`config.mk`:
```
export PLATFORM = sky130hd
export DESIGN_NAME = sha3_miner_csr
export DESIGN_NICKNAME = d
export VERILOG_FILES = /design/src/rtl/sha3_miner_pkg.sv /design/src/rtl/sha3_csr_snap64.sv /design/src/rtl/sha3_miner_csr.sv
export SDC_FILE = /design/constraint.sdc
export NUM_CORES = 1
export LEC_CHECK = 0
export CORE_ASPECT_RATIO = 1.25
export CORE_MARGIN = 4
export CORE_UTILIZATION = 40
export DETAILED_ROUTE_END_ITERATION = 8
export GPL_TIMING_DRIVEN = 0
export PLACE_DENSITY = 0.73
export SLEW_MARGIN = 10
export SYNTH_ARGS = -nofsm -noshare
export SYNTH_HDL_FRONTEND = slang
export SYNTH_SLANG_ARGS = --single-unit
export TNS_END_PERCENT = 10
```
`constraint.sdc`:
```
create_clock -name clk -period 7.65 [get_ports clk]
set_input_delay 1.53 -clock clk [delete_from_list [all_inputs] [get_ports clk]]
set_output_delay 1.53 -clock clk [all_outputs]
set_load 0.03 [all_outputs]
```
`src/rtl/sha3_miner_pkg.sv`:
```
// rtl/sha3_miner_pkg.sv - shared constants and FSM encoding for the sha3 miner CSR block
package sha3_miner_pkg;

    localparam logic [4:0] ADDR_HEADER0   = 5'd0;
    localparam logic [4:0] ADDR_DIFF0     = 5'd8;
    localparam logic [4:0] ADDR_NONCE_LO  = 5'd16;
    localparam logic [4:0] ADDR_NONCE_HI  = 5'd17;
    localparam logic [4:0] ADDR_CTRL      = 5'd18;
    localparam logic [4:0] ADDR_STATUS    = 5'd19;
    localparam logic [4:0] ADDR_ACK       = 5'd20;
    localparam logic [4:0] ADDR_SOL_LO    = 5'd21;
    localparam logic [4:0] ADDR_SOL_HI    = 5'd22;
    localparam logic [4:0] ADDR_RUNCNT_LO = 5'd23;
    localparam logic [4:0] ADDR_RUNCNT_HI = 5'd24;

    localparam int CTRL_GO       = 0;
    localparam int CTRL_TEST     = 1;
    localparam int CTRL_HALT     = 2;
    localparam int CTRL_AUTO     = 3;
    localparam int CTRL_IRQ_EN   = 4;
    localparam int CTRL_PADF_LSB = 16;
    localparam int CTRL_PADL_LSB = 24;

    localparam int MC_RUN      = 0;
    localparam int MC_TEST     = 1;
    localparam int MC_HALT     = 2;
    localparam int MC_PADL_LSB = 3;
    localparam int MC_PADF_LSB = 11;
    localparam int MC_WIDTH    = 19;

    localparam int STAGES = 24;

    typedef enum logic [1:0] {
        ST_IDLE  = 2'd0,
        ST_RUN   = 2'd1,
        ST_FOUND = 2'd2,
        ST_GAP   = 2'd3
    } csr_state_t;

endpackage

```
`src/rtl/sha3_csr_snap64.sv`:
```
// rtl/sha3_csr_snap64.sv - 64-bit read snapshot: reading the low word latches the high word
module sha3_csr_snap64 (
    input  logic        clk,
    input  logic        rst_n,
    input  logic [63:0] value,
    input  logic        rd_lo,
    output logic [31:0] lo,
    output logic [31:0] hi
);

    logic [31:0] hi_shadow;

    always_ff @(posedge clk or negedge rst_n) begin
        if (!rst_n) begin
            hi_shadow <= '0;
        end else if (rd_lo) begin
            hi_shadow <= value[63:32];
        end
    end

    assign lo = value[31:0];
    assign hi = hi_shadow;

endmodule

```
`src/rtl/sha3_miner_csr.sv`:
```
// rtl/sha3_miner_csr.sv - Avalon-MM control/status front end sequencing one sha3_256 miner
// Optional run-cycle counter enabled by defining SHA3_CSR_RUNCNT_EN.
module sha3_miner_csr
    import sha3_miner_pkg::*;
#(
    parameter int RESTART_GAP = 4
) (
    input  logic           clk,
    input  logic           rst_n,
    input  logic [4:0]     avs_address,
    input  logic           avs_write,
    input  logic [31:0]    avs_writedata,
    input  logic           avs_read,
    output logic [31:0]    avs_readdata,
    output logic           irq_out,
    output logic [255:0]   miner_header,
    output logic [255:0]   miner_difficulty,
    output logic [63:0]    miner_start_nonce,
    output logic [18:0]    miner_control,
    input  logic [63:0]    miner_solution,
    input  logic [6:0]     miner_status,
    input  logic           miner_irq
);

    csr_state_t   state, state_next;
    logic [255:0] header_r, diff_r;
    logic [63:0]  nonce_r, sol_r;
    logic         test_r, halt_r, auto_r, irq_en_r;
    logic [7:0]   padf_r, padl_r;
    logic         pending, irq_q;
    logic [7:0]   gap_cnt;
    logic [31:0]  rd_mux;
    logic [31:0]  sol_lo, sol_hi, runcnt_lo, runcnt_hi;

    logic ctrl_wr, go_stop, ack_wr, irq_rise, capture, restart, cfg_wr, run;

    assign ctrl_wr  = avs_write && (avs_address == ADDR_CTRL);
    assign go_stop  = ctrl_wr && !avs_writedata[CTRL_GO];
    assign ack_wr   = avs_write && (avs_address == ADDR_ACK) && avs_writedata[0];
    assign irq_rise = miner_irq && !irq_q;
    // go=0 overrides everything, so it also suppresses a same-cycle capture
    assign capture  = (state == ST_RUN) && irq_rise && !go_stop;
    assign restart  = (state == ST_FOUND) && (state_next == ST_GAP);
    assign cfg_wr   = avs_write && (state == ST_IDLE);
    assign run      = (state == ST_RUN) || (state == ST_FOUND);

    always_ff @(posedge clk or negedge rst_n) begin
        if (!rst_n) begin
            state <= ST_IDLE;
        end else begin
            state <= state_next;
        end
    end

    always_comb begin
        state_next = state;
        case (state)
            ST_IDLE:  if (ctrl_wr && avs_writedata[CTRL_GO]) state_next = ST_RUN;
            ST_RUN:   if (irq_rise) state_next = ST_FOUND;
            ST_FOUND: if (ack_wr && auto_r && !halt_r) state_next = ST_GAP;
            ST_GAP:   if (gap_cnt == 8'd0) state_next = ST_RUN;
            default:  state_next = ST_IDLE;
        endcase
        if (go_stop) begin
            state_next = ST_IDLE;
        end
    end

    always_ff @(posedge clk or negedge rst_n) begin
        if (!rst_n) begin
            header_r <= '0;
            diff_r   <= '0;
            nonce_r  <= '0;
            sol_r    <= '0;
            test_r   <= 1'b0;
            halt_r   <= 1'b0;
            auto_r   <= 1'b0;
            irq_en_r <= 1'b0;
            padf_r   <= '0;
            padl_r   <= '0;
            pending  <= 1'b0;
            irq_q    <= 1'b0;
            gap_cnt  <= '0;
        end else begin
            irq_q <= miner_irq;

            if (cfg_wr && (avs_address[4:3] == 2'b00)) begin
                header_r[{avs_address[2:0], 5'b0} +: 32] <= avs_writedata;
            end
            if (cfg_wr && (avs_address[4:3] == 2'b01)) begin
                diff_r[{avs_address[2:0], 5'b0} +: 32] <= avs_writedata;
            end

            if (restart) begin
                nonce_r <= sol_r + 64'd1;
            end else if (cfg_wr && (avs_address == ADDR_NONCE_LO)) begin
                nonce_r[31:0] <= avs_writedata;
            end else if (cfg_wr && (avs_address == ADDR_NONCE_HI)) begin
                nonce_r[63:32] <= avs_writedata;
            end

            if (ctrl_wr) begin
                test_r   <= avs_writedata[CTRL_TEST];
                halt_r   <= avs_writedata[CTRL_HALT];
                auto_r   <= avs_writedata[CTRL_AUTO];
                irq_en_r <= avs_writedata[CTRL_IRQ_EN];
                padf_r   <= avs_writedata[CTRL_PADF_LSB +: 8];
                padl_r   <= avs_writedata[CTRL_PADL_LSB +: 8];
            end

            if (capture) begin
                sol_r   <= miner_solution;
                pending <= 1'b1;
            end else if (ack_wr) begin
                pending <= 1'b0;
            end

            if (restart) begin
                gap_cnt <= 8'(RESTART_GAP - 1);
            end else if ((state == ST_GAP) && (gap_cnt != 8'd0)) begin
                gap_cnt <= gap_cnt - 8'd1;
            end
        end
    end

    sha3_csr_snap64 u_sol_snap (
        .clk   (clk),
        .rst_n (rst_n),
        .value (sol_r),
        .rd_lo (avs_read && (avs_address == ADDR_SOL_LO)),
        .lo    (sol_lo),
        .hi    (sol_hi)
    );

`ifdef SHA3_CSR_RUNCNT_EN
    logic [63:0] runcnt;

    always_ff @(posedge clk or negedge rst_n) begin
        if (!rst_n) begin
            runcnt <= '0;
        end else if ((state == ST_IDLE) && (state_next == ST_RUN)) begin
            runcnt <= '0;
        end else if ((state == ST_RUN) && !miner_irq) begin
            runcnt <= runcnt + 64'd1;
        end
    end

    sha3_csr_snap64 u_runcnt_snap (
        .clk   (clk),
        .rst_n (rst_n),
        .value (runcnt),
        .rd_lo (avs_read && (avs_address == ADDR_RUNCNT_LO)),
        .lo    (runcnt_lo),
        .hi    (runcnt_hi)
    );
`else
    assign runcnt_lo = '0;
    assign runcnt_hi = '0;
`endif

    always_comb begin
        rd_mux = '0;
        if (avs_address[4:3] == 2'b00) begin
            rd_mux = header_r[{avs_address[2:0], 5'b0} +: 32];
        end else if (avs_address[4:3] == 2'b01) begin
            rd_mux = diff_r[{avs_address[2:0], 5'b0} +: 32];
        end else begin
            case (avs_address)
                ADDR_NONCE_LO:  rd_mux = nonce_r[31:0];
                ADDR_NONCE_HI:  rd_mux = nonce_r[63:32];
                ADDR_CTRL:      rd_mux = {padl_r, padf_r, 11'd0, irq_en_r, auto_r,
                                          halt_r, test_r, (state != ST_IDLE)};
                ADDR_STATUS:    rd_mux = {15'd0, pending, 6'd0, state, 1'b0, miner_status};
                ADDR_SOL_LO:    rd_mux = sol_lo;
                ADDR_SOL_HI:    rd_mux = sol_hi;
                ADDR_RUNCNT_LO: rd_mux = runcnt_lo;
                ADDR_RUNCNT_HI: rd_mux = runcnt_hi;
                default:        rd_mux = '0;
            endcase
        end
    end

    // Registered read returns pre-write contents on a same-cycle read+write
    always_ff @(posedge clk or negedge rst_n) begin
        if (!rst_n) begin
            avs_readdata <= '0;
        end else begin
            avs_readdata <= avs_read ? rd_mux : 32'd0;
        end
    end

    assign irq_out           = pending && irq_en_r;
    assign miner_header      = header_r;
    assign miner_difficulty  = diff_r;
    assign miner_start_nonce = nonce_r;

    always_comb begin
        miner_control                        = '0;
        miner_control[MC_RUN]                = run;
        miner_control[MC_TEST]               = test_r;
        miner_control[MC_HALT]               = halt_r;
        miner_control[MC_PADL_LSB +: 8]      = padl_r;
        miner_control[MC_PADF_LSB +: 8]      = padf_r;
    end

endmodule

```
==> results.yml <==
timing:
  worst_pin_slew_ps: 1421
  finClkSkew_ps: 24.16
  final.setup.worst_slack_ps: 1083
  tns_ps: 0
  min_period_over_period_pct: 85.84
  slew_headroom_pct: 5.278
  finalSetupViolations: 0
  hold_viol_final: 0
  clock.fmax_mhz: 152.3
  rsz0062_at_grt: "false"
  drv_slew: 0
  period_needed_ps: 6567
worst_setup_path:
  path_cells: "clkdlybuf4s50_1 > buf_2 > buf_1 > inv_1 > ha_1 > ha_1 > nor4b_1 > nand2_1 > nor2_1 > clkbuf_1 > mux2_2"
  timing.critical_path.mode_cell: "ha_1"
  cp.required_ps: 8160
  cpMaxStageDelayCell: "clkbuf_1"
  max_stage_delay_ps: 920
  cp.arrival_ps: 7080
  endpoint_kind: "register"
  startpoint_type: "primary input"
  reg2reg_slack_ps: 4070
  crit_fanout: 10
  path_class: "in2reg"
clock_network:
  cts_root_buffer: "clkbuf_16"
  h-tree-depth: 3
  cts_buffers: 79
  postCtsSetupRepairBufs: 0
  cts_buffer_depth: 3
  ctsResizeCount: 0
  clk_latency_ps: 650
  hold_buffers: 0
  clock-sinks: 736
  cts_tree: "done"
  path_clk_slew_ps: 60
final_layout:
  nets: 3468
  drive_gt1_share_pct: 28.41
  synthToLayoutAreaGrowth_pct: 32.93
power_and_ir_drop:
  p_sw_mw: 6.808
  p_comb_share_pct: 39.1
  clkPwrFrac_pct: 23.5
  peakVddDrop_uv: 254.4
  seqPwrFrac_pct: 37.4
  p_sw_share_pct: 40.10
  power.density_nw_per_um2: 367.0
  power_mw: 16.98
  power_leakage_nw: 19.65
  p_int_mw: 10.17
logic_synthesis:
  synth_top_area_share_pct: 52.92
  synth_ff_type: "dfrtp_1"
  synthTopCellsByCount: "dfrtp_1, mux2_2, nand2_1, mux4_2, clkbuf_1"
  synthesis.area_um2: 34800
  syn_inst: 2536
  yosysWarningCount: 0
  syn_avg_cell_area_um2: 13.72
  syn_nets: 2661
  ys_ff_latch: 736
  synth_cell_types: 60
  synth_top_area_cell: "dfrtp_1"
  synth_area_leaders: "dfrtp_1, mux2_2, mux4_2"
  synth_edf_count: 0
  yosysSeqAreaShare_pct: 52.92
  yosysMostFrequentCell: "dfrtp_1"
  async_flop_share_pct: 100.0
hold_path:
  hp-class: "reg2reg"
floorplan:
  core_area_um2: 86030
  die_h_um: 337.8
  initial_core_util_pct: 40.45
  std_cell_rows: 120
  die_area_um2: 91810
  die_w_um: 271.8
  pin_count: 741
grt:
  first_global_vias: 28550
  grt_max_degree: 106
  overflow: 0
  grt_pass1_wl_um: 233700
  antenna_found_initial: 12
  grt.total_usage_pct: 36.51
drt:
  first_iter_violations: 2898
  first_pass_iters: 6
  wl_per_cell_um: 37.66
  wl_um: 171800
  dr_total_vias: 28140
  ant_nets: 0
  drc: 0
  via_per_inst: 6.169
placement:
  globalplace.congestion: 0.9625
  dp_hpwl_um: 129800
  port_buffers: 719
  place_ws_ps: 517.8
run_status:
  status: "completed"
run:
  drv_cap: 0
-- path summary, 6_finish.rpt --
| path | cells past startpoint | end | start |
|---|---|---|---|
| worst min-delay path | 1 | u_sol_snap.hi[22]$_DFFE_PN0P_ | u_sol_snap.hi[22]$_DFFE_PN0P_ |
| worst min register to register | 1 | u_sol_snap.hi[22]$_DFFE_PN0P_ | u_sol_snap.hi[22]$_DFFE_PN0P_ |
| worst max register to register | 8 | miner_header[6]$_DFFE_PN0P_ | state[0]$_DFF_PN0_ |
| max in group asynchronous | 4 | miner_difficulty[12]$_DFFE_PN0P_ | rst_n |
| min in group asynchronous | 1 | sol_r[56]$_DFFE_PN0P_ | rst_n |
| worst max-delay path | 11 | miner_header[6]$_DFFE_PN0P_ | avs_address[1] |
-- state kept, by name, indices dropped and copies added (netlist names) --
name	cells
auto_r	1
avs_readdata	32
gap_cnt	8
halt_r	1
irq_en_r	1
irq_q	1
miner_difficulty	256
miner_header	256
miner_start_nonce	64
padf_r	8
padl_r	8
pending	1
sol_r	64
state	2
test_r	1
u_sol_snap.hi	32
-- cell type report --
| cell class | count | area [µm²] |
|---|---|---|
| sequential | 736 | 18420 |
| fill | 7399 | 39770 |
| buffer | 232 | 1003 |
| clock buffer | 107 | 2213 |
| clock inverter | 31 | 389.1 |
| antenna | 3 | 7.507 |
| tap | 1159 | 1450 |
| timing repair buffer | 726 | 7395 |
| inverter | 11 | 41.29 |
| multi-input combinational | 1557 | 15340 |
-- power by group through the flow --
| stage | Combinational, mW | Sequential (mW) | Clock [mW] |
|---|---|---|---|
| 5_1_grt | 6.88 | 6.42 | 4.17 |
| 3_5_place_dp | 6.59 | 6.31 | 0 |
| 6_report | 6.64 | 6.34 | 3.99 |
| 3_3_place_gp | 6.53 | 6.31 | 0 |
| 4_1_cts | 6.62 | 6.27 | 4.02 |
| 2_1_floorplan | 1.91 | 7.56 | 0 |
-- logic make-up (layout without fill, tap and decap cells) --
family          count (synthesis)  after routing  share of synthesized area [%]
buf+inv                       243           1107                          2.988
other cells                     0              3                              0
flops                         736            736                          52.92
simple gates                  494            494                          7.640
fa+ha+maj                      12             12                         0.4314
xor+xnor                       49             49                          1.233
mux                           855            855                          31.47
compound gates                147            147                          3.315
-- layer usage --
layer | track usage [%] | up-vias | part of all wire, %
met5 | 0.3684 | - | 0.039
met4 | 20.71 | 10 | 6.9
met3 | 10.77 | 502 | 10
met2 | 58.96 | 1814 | 47
met1 | 43.90 | 14730 | 36
li1 | - | 11080 | -
-- stage by stage --
step           instance area (µm²)  std cells  utilization [%]  hold slack (ps)
2_1_floorplan                34800       2536                -            478.0
3_3_place_gp                 43450       4414            50.50            487.8
3_5_place_dp                 43650       4421            50.74            494.2
4_1_cts                      46250       4559            53.76            507.8
5_1_grt                      46250       4559            53.76            516.6
6_report                     46260       4562            53.77            507.7
-- critical path: cells and delay by family --
kind          cells  cell delay (ps)
fa+ha+maj         2              760
mux               1              430
buf+inv           5             3370
simple gates      3              960
-- placed cells by master (no fill, tap or decap), types with 29 or more instances in the layout --
master / n
and3_1: 29
clkdlybuf4s50_1: 718
nand4_1: 38
clkbuf_16: 80
dfrtp_1: 736
clkbuf_1: 126
buf_2: 44
mux4_2: 128
buf_1: 62
mux2_2: 632
a22oi_1: 41
nand3_1: 93
and4_1: 35
mux2i_1: 95
nand2_1: 159
Note: power is estimated with default switching activity, not from simulation.
